$ cat src/rtl/mfp_reset_sequencer_if.sv
// Request/status bundle between the board reset sources and the sequencer.
// slave is the sequencer side; master is the requester/observer side.
interface mfp_reset_sequencer_if #(
    parameter int N_CH = 3
);
    logic            ext_reset_req;
    logic            sw_reset_req;
    logic [N_CH-1:0] sw_reset_mask;
    logic [N_CH-1:0] rst_n;
    logic            busy;
    logic            done;
    logic [1:0]      cause;

    modport master (
        output ext_reset_req,
        output sw_reset_req,
        output sw_reset_mask,
        input  rst_n,
        input  busy,
        input  done,
        input  cause
    );

    modport slave (
        input  ext_reset_req,
        input  sw_reset_req,
        input  sw_reset_mask,
        output rst_n,
        output busy,
        output done,
        output cause
    );
endinterface

$ cat src/rtl/mfp_reset_sequencer.sv
// Staggered N_CH-channel reset sequencer (POR / ext / sw causes); all outputs registered, ext seen within SYNC_STAGES+1 edges.
// No backpressure: sw requests outside RUN are dropped, an ext request restarts any sequence.
module mfp_reset_sequencer #(
    parameter int N_CH        = 3,
    parameter int STRETCH     = 16,
    parameter int STAGGER     = 8,
    parameter int SYNC_STAGES = 2
) (
    input  logic                  HCLK,
    input  logic                  HRESETn,
    mfp_reset_sequencer_if.slave  bus
);
    localparam int MAX_CNT = (STRETCH > STAGGER) ? STRETCH : STAGGER;
    localparam int CNT_W   = $clog2(MAX_CNT + 1);
    localparam int SLOT_W  = $clog2(N_CH) + 1;

    typedef enum logic [1:0] {
        S_HOLD    = 2'd0,
        S_RELEASE = 2'd1,
        S_RUN     = 2'd2
    } state_t;

    state_t              r_state;
    logic [CNT_W-1:0]    r_cnt;
    logic [SLOT_W-1:0]   r_slot;
    logic [N_CH-1:0]     r_rst_n;
    logic                r_busy;
    logic                r_done;
    logic [1:0]          r_cause;
    logic [SYNC_STAGES-1:0] r_ext_sync;
    logic                w_ext;

    always_ff @(posedge HCLK or negedge HRESETn) begin
        if (!HRESETn) begin
            r_ext_sync <= '0;
        end else begin
            r_ext_sync <= {r_ext_sync[SYNC_STAGES-2:0], bus.ext_reset_req};
        end
    end

    assign w_ext = r_ext_sync[SYNC_STAGES-1];

    // r_rst_n is loaded with the inverted active set on HOLD entry, so
    // releasing a slot is just setting its bit; inactive slots are already high.
    always_ff @(posedge HCLK or negedge HRESETn) begin
        if (!HRESETn) begin
            r_state <= S_HOLD;
            r_cnt   <= '0;
            r_slot  <= '0;
            r_rst_n <= '0;
            r_busy  <= 1'b1;
            r_done  <= 1'b0;
            r_cause <= 2'b01;
        end else begin
            r_done <= 1'b0;
            if (w_ext) begin
                r_state <= S_HOLD;
                r_cnt   <= '0;
                r_slot  <= '0;
                r_rst_n <= '0;
                r_busy  <= 1'b1;
                r_cause <= 2'b10;
            end else begin
                case (r_state)
                    S_HOLD: begin
                        if (r_cnt == CNT_W'(STRETCH - 1)) begin
                            r_rst_n[0] <= 1'b1;
                            r_cnt      <= '0;
                            if (N_CH == 1) begin
                                r_state <= S_RUN;
                                r_busy  <= 1'b0;
                                r_done  <= 1'b1;
                            end else begin
                                r_state <= S_RELEASE;
                                r_slot  <= SLOT_W'(1);
                            end
                        end else begin
                            r_cnt <= r_cnt + CNT_W'(1);
                        end
                    end
                    S_RELEASE: begin
                        if (r_cnt == CNT_W'(STAGGER - 1)) begin
                            r_cnt <= '0;
                            for (int k = 1; k < N_CH; k++) begin
                                if (r_slot == SLOT_W'(k)) begin
                                    r_rst_n[k] <= 1'b1;
                                end
                            end
                            if (r_slot == SLOT_W'(N_CH - 1)) begin
                                r_state <= S_RUN;
                                r_busy  <= 1'b0;
                                r_done  <= 1'b1;
                            end else begin
                                r_slot <= r_slot + SLOT_W'(1);
                            end
                        end else begin
                            r_cnt <= r_cnt + CNT_W'(1);
                        end
                    end
                    S_RUN: begin
                        if (bus.sw_reset_req) begin
                            r_state <= S_HOLD;
                            r_cnt   <= '0;
                            r_slot  <= '0;
                            r_rst_n <= ~bus.sw_reset_mask;
                            r_busy  <= 1'b1;
                            r_cause <= 2'b11;
                        end
                    end
                    default: begin
                        r_state <= S_RUN;
                    end
                endcase
            end
        end
    end

    assign bus.rst_n = r_rst_n;
    assign bus.busy  = r_busy;
    assign bus.done  = r_done;
    assign bus.cause = r_cause;
endmodule

$ cat src/flat_wrapper.sv
// flat-port wrapper written by rule: the top's interface ports become plain ports
module mfp_reset_sequencer_flat 
#(
    parameter int N_CH        = 3,
    parameter int STRETCH     = 16,
    parameter int STAGGER     = 8,
    parameter int SYNC_STAGES = 2
)
  (HCLK, HRESETn, bus_ext_reset_req, bus_sw_reset_req, bus_sw_reset_mask, bus_rst_n, bus_busy, bus_done, bus_cause);
  mfp_reset_sequencer_if #(.N_CH(N_CH)) bus_i ();
  input  logic HCLK;
  input  logic HRESETn;
  input wire logic [$bits(bus_i.ext_reset_req)-1:0] bus_ext_reset_req;
  input wire logic [$bits(bus_i.sw_reset_req)-1:0] bus_sw_reset_req;
  input wire logic [$bits(bus_i.sw_reset_mask)-1:0] bus_sw_reset_mask;
  output wire logic [$bits(bus_i.rst_n)-1:0] bus_rst_n;
  output wire logic [$bits(bus_i.busy)-1:0] bus_busy;
  output wire logic [$bits(bus_i.done)-1:0] bus_done;
  output wire logic [$bits(bus_i.cause)-1:0] bus_cause;
  assign bus_i.ext_reset_req = bus_ext_reset_req;
  assign bus_i.sw_reset_req = bus_sw_reset_req;
  assign bus_i.sw_reset_mask = bus_sw_reset_mask;
  assign bus_rst_n = bus_i.rst_n;
  assign bus_busy = bus_i.busy;
  assign bus_done = bus_i.done;
  assign bus_cause = bus_i.cause;
  mfp_reset_sequencer #(.N_CH(N_CH), .STRETCH(STRETCH), .STAGGER(STAGGER), .SYNC_STAGES(SYNC_STAGES)) u_core (.HCLK(HCLK), .HRESETn(HRESETn), .bus(bus_i));
endmodule
$ cat config.mk
export PLATFORM = sky130hd
export DESIGN_NAME = mfp_reset_sequencer_flat
export DESIGN_NICKNAME = d
export VERILOG_FILES = /design/src/rtl/mfp_reset_sequencer_if.sv /design/src/rtl/mfp_reset_sequencer.sv /design/src/flat_wrapper.sv
export SDC_FILE = /design/constraint.sdc
export NUM_CORES = 1
export LEC_CHECK = 0
export BUFFER_PORTS_ARGS = -buffer_cell sky130_fd_sc_hd__buf_2
export CAP_MARGIN = 20
export CORE_MARGIN = 5
export CORE_UTILIZATION = 45
export CTS_CLUSTER_SIZE = 14
export DETAILED_ROUTE_END_ITERATION = 10
export HOLD_SLACK_MARGIN = 0.12
export PLACE_DENSITY_LB_ADDON = 0.15
export SYNTH_ARGS = -nofsm -noshare
export SYNTH_HDL_FRONTEND = slang
export SYNTH_SLANG_ARGS = --single-unit
$ cat constraint.sdc
create_clock -name HCLK -period 2 [get_ports HCLK]
set_input_delay 0.1 -clock HCLK [delete_from_list [all_inputs] [get_ports HCLK]]
set_output_delay 0.1 -clock HCLK [all_outputs]
set_load 0.005 [all_outputs]
==> flow_metrics.py, run 1 <==
metrics = {
    "worst_hold_path": {
        "min_path_cells": 3,
        "hold_path_end": "u_core.bus.rst_n[2]",
        "hold_class": "in -> reg",
        "worstHoldStart": "bus_sw_reset_mask[2]",
    },
    "placement": {
        "gp_congestion": 0.808,
        "placed_cell_area_mm2": 0.00130,
        "hpwl_um": 1880,
        "port_buffers": 13,
    },
    "floorplan": {
        "dieArea_mm2": 0.00377,
        "rows": 18,
        "io_pins": 14,
        "core_area_mm2": 0.00250,
        "fp.dieW_um": 61.4,
        "initial_core_util_pct": 47.5,
        "die_h_um": 61.4,
    },
    "worst_setup_path": {
        "cp_data_required_time_ns": 2.22,
        "worstSetupStartpointType": "register",
        "end_kind": "register",
        "reg2reg_from": "u_core.r_state[0]",
        "crit_fanout": 9,
        "arrival_ns": 2.12,
        "crit_type": "reg -> reg",
        "r2r_cells": 6,
        "ff2ff_setup_slack_ns": 0.10,
        "reg2reg_to": "u_core.r_slot[0]",
    },
    "drt": {
        "wire_per_inst_um": 15.3,
        "viasPerCell": 5.70,
        "vias": 980,
        "ant_nets": 0,
        "routed_wl_um": 2630,
        "first_iter_violations": 70,
        "drc": 0,
        "firstDrtPassIters": 4,
    },
    "layout": {
        "final_area_mm2": 0.00142,
        "nets": 160,
        "final_cell_mix": "17 x dfrtp_1, 13 x buf_2, 8 x ha_1",
        "antenna_cells": 0,
        "final_common_cell": "dfrtp_1",
        "final_layout_size_suffix_gt1_share_pct": 29.6,
        "area_growth_pct": 19.6,
    },
    "synthesis": {
        "syn_nets": 136,
        "synth_edf_count": 0,
        "syn-instance-count": 119,
        "netlist_area_mm2": 0.00119,
        "synthArstFlopShare_pct": 100,
        "yosys-top-cells-area": "dfrtp_1 36%, ha_1 11%, dfstp_2 4.4%",
        "ys.flop_type": "dfrtp_1",
        "yosysTopAreaCell": "dfrtp_1",
        "netlist.area_leader.share_pct": 35.8,
        "ys_seq_area_share_pct": 40.3,
        "synth_cell_types": 45,
        "ys_warn_count": 0,
        "synth-seq-cells": 19,
        "postSynthAreaPerCell_um2": 9.98,
    },
    "timing": {
        "min_period_ns": 1.90,
        "fin_skew_ns": 0.00143,
        "maxSlewViolCount": 0,
        "slew_headroom_pct": 70.7,
        "tightest_slew_ns": 0.439,
        "fin_crit_sh_pct": 94.8,
        "holdWs_ns": 0.152,
        "hold_viol": 0,
        "max_clock_freq_mhz": 528,
        "finalSetupViolCount": 0,
    },
    "grt": {
        "grt_first_pass_wirelength_um": 4440,
        "grt-ovfl-total": 0,
        "antenna_found_initial": 0,
        "grt_usage_pct": 15.6,
        "grt_start_max_net_pins": 20,
        "first_global_vias": 976,
    },
    "run": {
        "drv_cap": 0,
    },
    "cts": {
        "tritoncts": "built",
        "numClockSinks": 19,
        "clockBufferDepth": 2,
        "clk_pin_slew_worst_paths_ns": 0.11,
        "cts-root-buf": "clkbuf_4",
        "cts_inserted_buffers": 3,
        "clock_latency_ns": 0.29,
        "h-tree-depth": 1,
    },
    "power_and_ir_drop": {
        "power.leakage_nw": 0.597,
        "powerDensity_mw_per_mm2": 584,
        "peakVddDrop_uv": 370,
    },
    "status": {
        "run_status": "finished clean",
    },
}
cells in the mapped netlist (2+ instances only):
| master | n |
|---|---|
| nand4b_1 | 3 |
| ha_1 | 10 |
| dfrtp_1 | 17 |
| o21ai_0 | 2 |
| a31oi_1 | 5 |
| nor4b_1 | 2 |
| nand2_1 | 6 |
| a211o_1 | 2 |
| nand3_1 | 3 |
| dfstp_2 | 2 |
| and3_1 | 3 |
| nand2b_1 | 5 |
| o31ai_1 | 4 |
| clkbuf_1 | 4 |
| a21oi_1 | 4 |
| inv_1 | 8 |
| o21ai_1 | 2 |
| a311oi_1 | 4 |
| nor2_1 | 5 |
| o32ai_1 | 2 |
| and2_1 | 2 |
routing by layer:
metal  GRT usage, %  part of all wire [%]  up-vias
li1               -                     -      490
met1           20.9                    49      462
met2           25.4                    46       26
met3           2.31                   4.6        2
met4           6.06                  0.80        0
met5              0                     0        -
worst max-delay path, cell delays in order (launching register included):
cell,delay [ns]
dfrtp_1,0.37
inv_1,0.09
ha_1,0.33
or3_4,0.46
and3_4,0.19
a211o_1,0.30
o211ai_1,0.09
timing repair:
item / CTS / global route
hold buffers: 5 / 0
resized for setup: 0 / 10
hold endpoints to repair: 24 / 0
buffers inserted: 0 / 1
setup endpoints to repair: 0 / 5
power breakdown:
group / switching (mW) / internal, mW
registers: 0.0361 / 0.419
logic: 0.0890 / 0.0875
clock network: 0.121 / 0.0775
total: 0.246 / 0.584
worst max-delay path by stage:
stage	start	endpoint	depth (start not counted)	slack (ns)
final	u_core.r_state[0]	u_core.r_slot[0]	6	0.10
after global routing	u_core.r_cnt[0]	u_core.r_slot[1]	8	-0.006
after detailed placement	u_core.r_cnt[0]	u_core.r_state[1]	8	0.07
after global placement	u_core.r_state[0]	u_core.r_slot[1]	6	0.09
after CTS	u_core.r_cnt[0]	u_core.r_slot[0]	8	0.07
after floorplan	u_core.r_cnt[0]	u_core.r_slot[0]	8	0.17
cell families after synthesis:
group                      synth area share [%]
and+or+nand+nor                            21.9
DFF                                        40.3
buffers and inverters                      5.16
adders and majority gates                  10.5
AOI/OAI and AO/OA                          22.1
final cells by class:
type | count | area [um2]
Multi-Input combinational cell | 86 | 681
Fill cell | 216 | 1080
Timing Repair Buffer | 25 | 168
Sequential cell | 19 | 478
Tap cell | 30 | 37.5
Clock buffer | 4 | 26.3
Inverter | 8 | 30.0
through the flow:
stage / utilization [%] / TNS, ns / worst slack (ns) / cells / power [mW]
2_1_floorplan: - / 0 / 0.170 / 119 / 0.557
3_3_place_gp: 52.2 / 0 / 0.0938 / 162 / 0.614
3_5_place_dp: 52.2 / 0 / 0.0672 / 162 / 0.621
4_1_cts: 55.2 / 0 / 0.0662 / 171 / 0.828
5_1_grt: 56.8 / -0.00635 / -0.00635 / 172 / 0.880
6_report: 56.8 / 0 / 0.105 / 172 / 0.830
registers in the layout (all words and copies together) (netlist names):
| register | count |
|---|---|
| u_core.bus.busy | 1 |
| u_core.r_slot | 3 |
| u_core.r_state | 2 |
| u_core.bus.cause | 2 |
| u_core.bus.done | 1 |
| u_core.r_ext_sync | 2 |
| u_core.r_cnt | 5 |
| u_core.bus.rst_n | 3 |
(Power assumes the default switching activity.)
==> run 2, diff against run 1 <==
- MAX_ROUTING_LAYER: unset -> met4
==> flow_metrics.py, run 2 (same netlist as run 1, synthesis figures left out) <==
metrics = {
    "power_and_ir_drop": {
        "power_frac_comb_pct": 21.3,
        "power_mw": 0.829,
        "p_int_mw": 0.584,
        "p_switching_mw": 0.246,
        "clockPowerShare_pct": 23.8,
        "p_seq_share_pct": 54.9,
        "peakVddDrop_uv": 369,
        "power.leakage_nw": 0.597,
        "powerDensity_mw_per_mm2": 584,
        "swShare_pct": 29.6,
    },
    "drt": {
        "viasPerCell": 5.67,
        "wire_per_inst_um": 15.3,
        "firstDrtPassIters": 4,
        "ant_nets": 0,
        "routed_wl_um": 2630,
        "vias": 975,
        "first_iter_violations": 74,
        "drc": 0,
    },
    "placement": {
        "hpwl_um": 1880,
        "place_ws_ns": 0.0672,
        "port_buffers": 13,
        "gp_congestion": 0.820,
    },
    "cts": {
        "tritoncts": "built",
        "cts-root-buf": "clkbuf_4",
        "clock_latency_ns": 0.29,
        "cts_inserted_buffers": 3,
        "clockBufferDepth": 2,
        "h-tree-depth": 1,
        "clk_pin_slew_worst_paths_ns": 0.11,
        "numClockSinks": 19,
    },
    "timing": {
        "tightest_slew_ns": 0.439,
        "finalSetupViolCount": 0,
        "slew_headroom_pct": 70.7,
        "fin_skew_ns": 0.00244,
        "hold_viol": 0,
        "maxSlewViolCount": 0,
        "fin_crit_sh_pct": 94.8,
        "max_clock_freq_mhz": 528,
        "min_period_ns": 1.90,
        "setup_ws_ns": 0.105,
    },
    "worst_setup_path": {
        "reg2reg_from": "u_core.r_state[0]",
        "crit_type": "reg -> reg",
        "crit_fanout": 9,
        "cp_data_required_time_ns": 2.22,
        "r2r_cells": 6,
        "worstSetupStartpointType": "register",
        "end_kind": "register",
        "arrival_ns": 2.11,
        "crit_start": "u_core.r_state[0]",
    },
    "grt": {
        "antenna_found_initial": 0,
        "grt_usage_pct": 16.1,
        "grt_first_pass_wirelength_um": 4450,
        "grt_start_max_net_pins": 20,
        "grt-ovfl-total": 0,
        "first_global_vias": 975,
    },
    "layout": {
        "final_common_cell": "dfrtp_1",
        "final_layout_size_suffix_gt1_share_pct": 29.6,
        "fin_util_pct": 56.8,
        "antenna_cells": 0,
        "largest_register": "u_core.r_cnt",
        "area_growth_pct": 19.6,
        "nets": 160,
        "largest_reg_flops": 5,
        "final_cell_mix": "17 x dfrtp_1, 13 x buf_2, 8 x ha_1",
    },
    "worst_hold_path": {
        "hold_class": "in -> reg",
        "min_path_cells": 3,
        "worstHoldStart": "bus_sw_reset_mask[2]",
    },
    "floorplan": {
        "io_pins": 14,
        "initial_core_util_pct": 47.5,
        "die_h_um": 61.4,
        "rows": 18,
        "dieArea_mm2": 0.00377,
        "core_area_mm2": 0.00250,
        "fp.dieW_um": 61.4,
    },
    "run": {
        "drv_cap": 0,
    },
    "status": {
        "run_status": "finished clean",
    },
}
run 2: cell counts in the layout (fill, tap and decap cells not counted):
Identical to the previous run, type by type.
run 2: power by group through the flow:
stage	clock, mW	sequential [mW]	combinational [mW]
6_report	0.198	0.455	0.177
5_1_grt	0.224	0.461	0.197
3_5_place_dp	0	0.458	0.162
3_3_place_gp	0	0.458	0.156
2_1_floorplan	0	0.450	0.107
4_1_cts	0.207	0.452	0.169
run 2: final timing paths:
path | slack [ns] | end
setup / recovery | 0.10 | u_core.r_slot[0]
hold / removal | 0.15 | u_core.bus.rst_n[2]
setup reg to reg | 0.10 | u_core.r_slot[0]
hold reg to reg | 0.36 | u_core.r_ext_sync[1]
max in group asynchronous | 1.40 | u_core.bus.cause[0]
min in group asynchronous | 0.26 | u_core.r_state[0]
run 2: per-layer routing:
| layer | up-vias | track usage, % | share of wire, % |
|---|---|---|---|
| met3 | 2 | 2.10 | 4.3 |
| met5 | - | - | 0 |
| li1 | 490 | - | - |
| met2 | 24 | 25.2 | 46 |
| met1 | 459 | 21.3 | 49 |
| met4 | 0 | 6.06 | 0.80 |
run 2: cell type report:
cell class                 count  area [um2]
inverter                       8        30.0
clock buffer                   4        26.3
tap                           30        37.5
fill                         216        1080
sequential                    19         478
timing repair buffer          25         168
multi-input combinational     86         681
run 2: stage by stage:
step	std cells	instance area (um2)	setup TNS [ns]	hold WS (ns)
global route	172	1420	-0.00622	0.158
finish	172	1420	0	0.153
detailed placement	162	1300	0	0.0692
floorplan	119	1190	0	-0.196
CTS	171	1380	0	0.151
global placement	162	1300	0	0.0628
run 2: timing repair:
item | CTS | global route
hold buffers | 5 | 0
setup buffers | 0 | 1
setup endpoints to repair | 0 | 5
hold endpoints to repair | 24 | 0
gates resized for setup | 0 | 10
run 2: critical path, stage by stage, from the launching register on:
cell      delay [ns]
dfrtp_1         0.37
inv_1           0.09
ha_1            0.33
or3_4           0.45
and3_4          0.19
a211o_1         0.30
o211ai_1        0.09
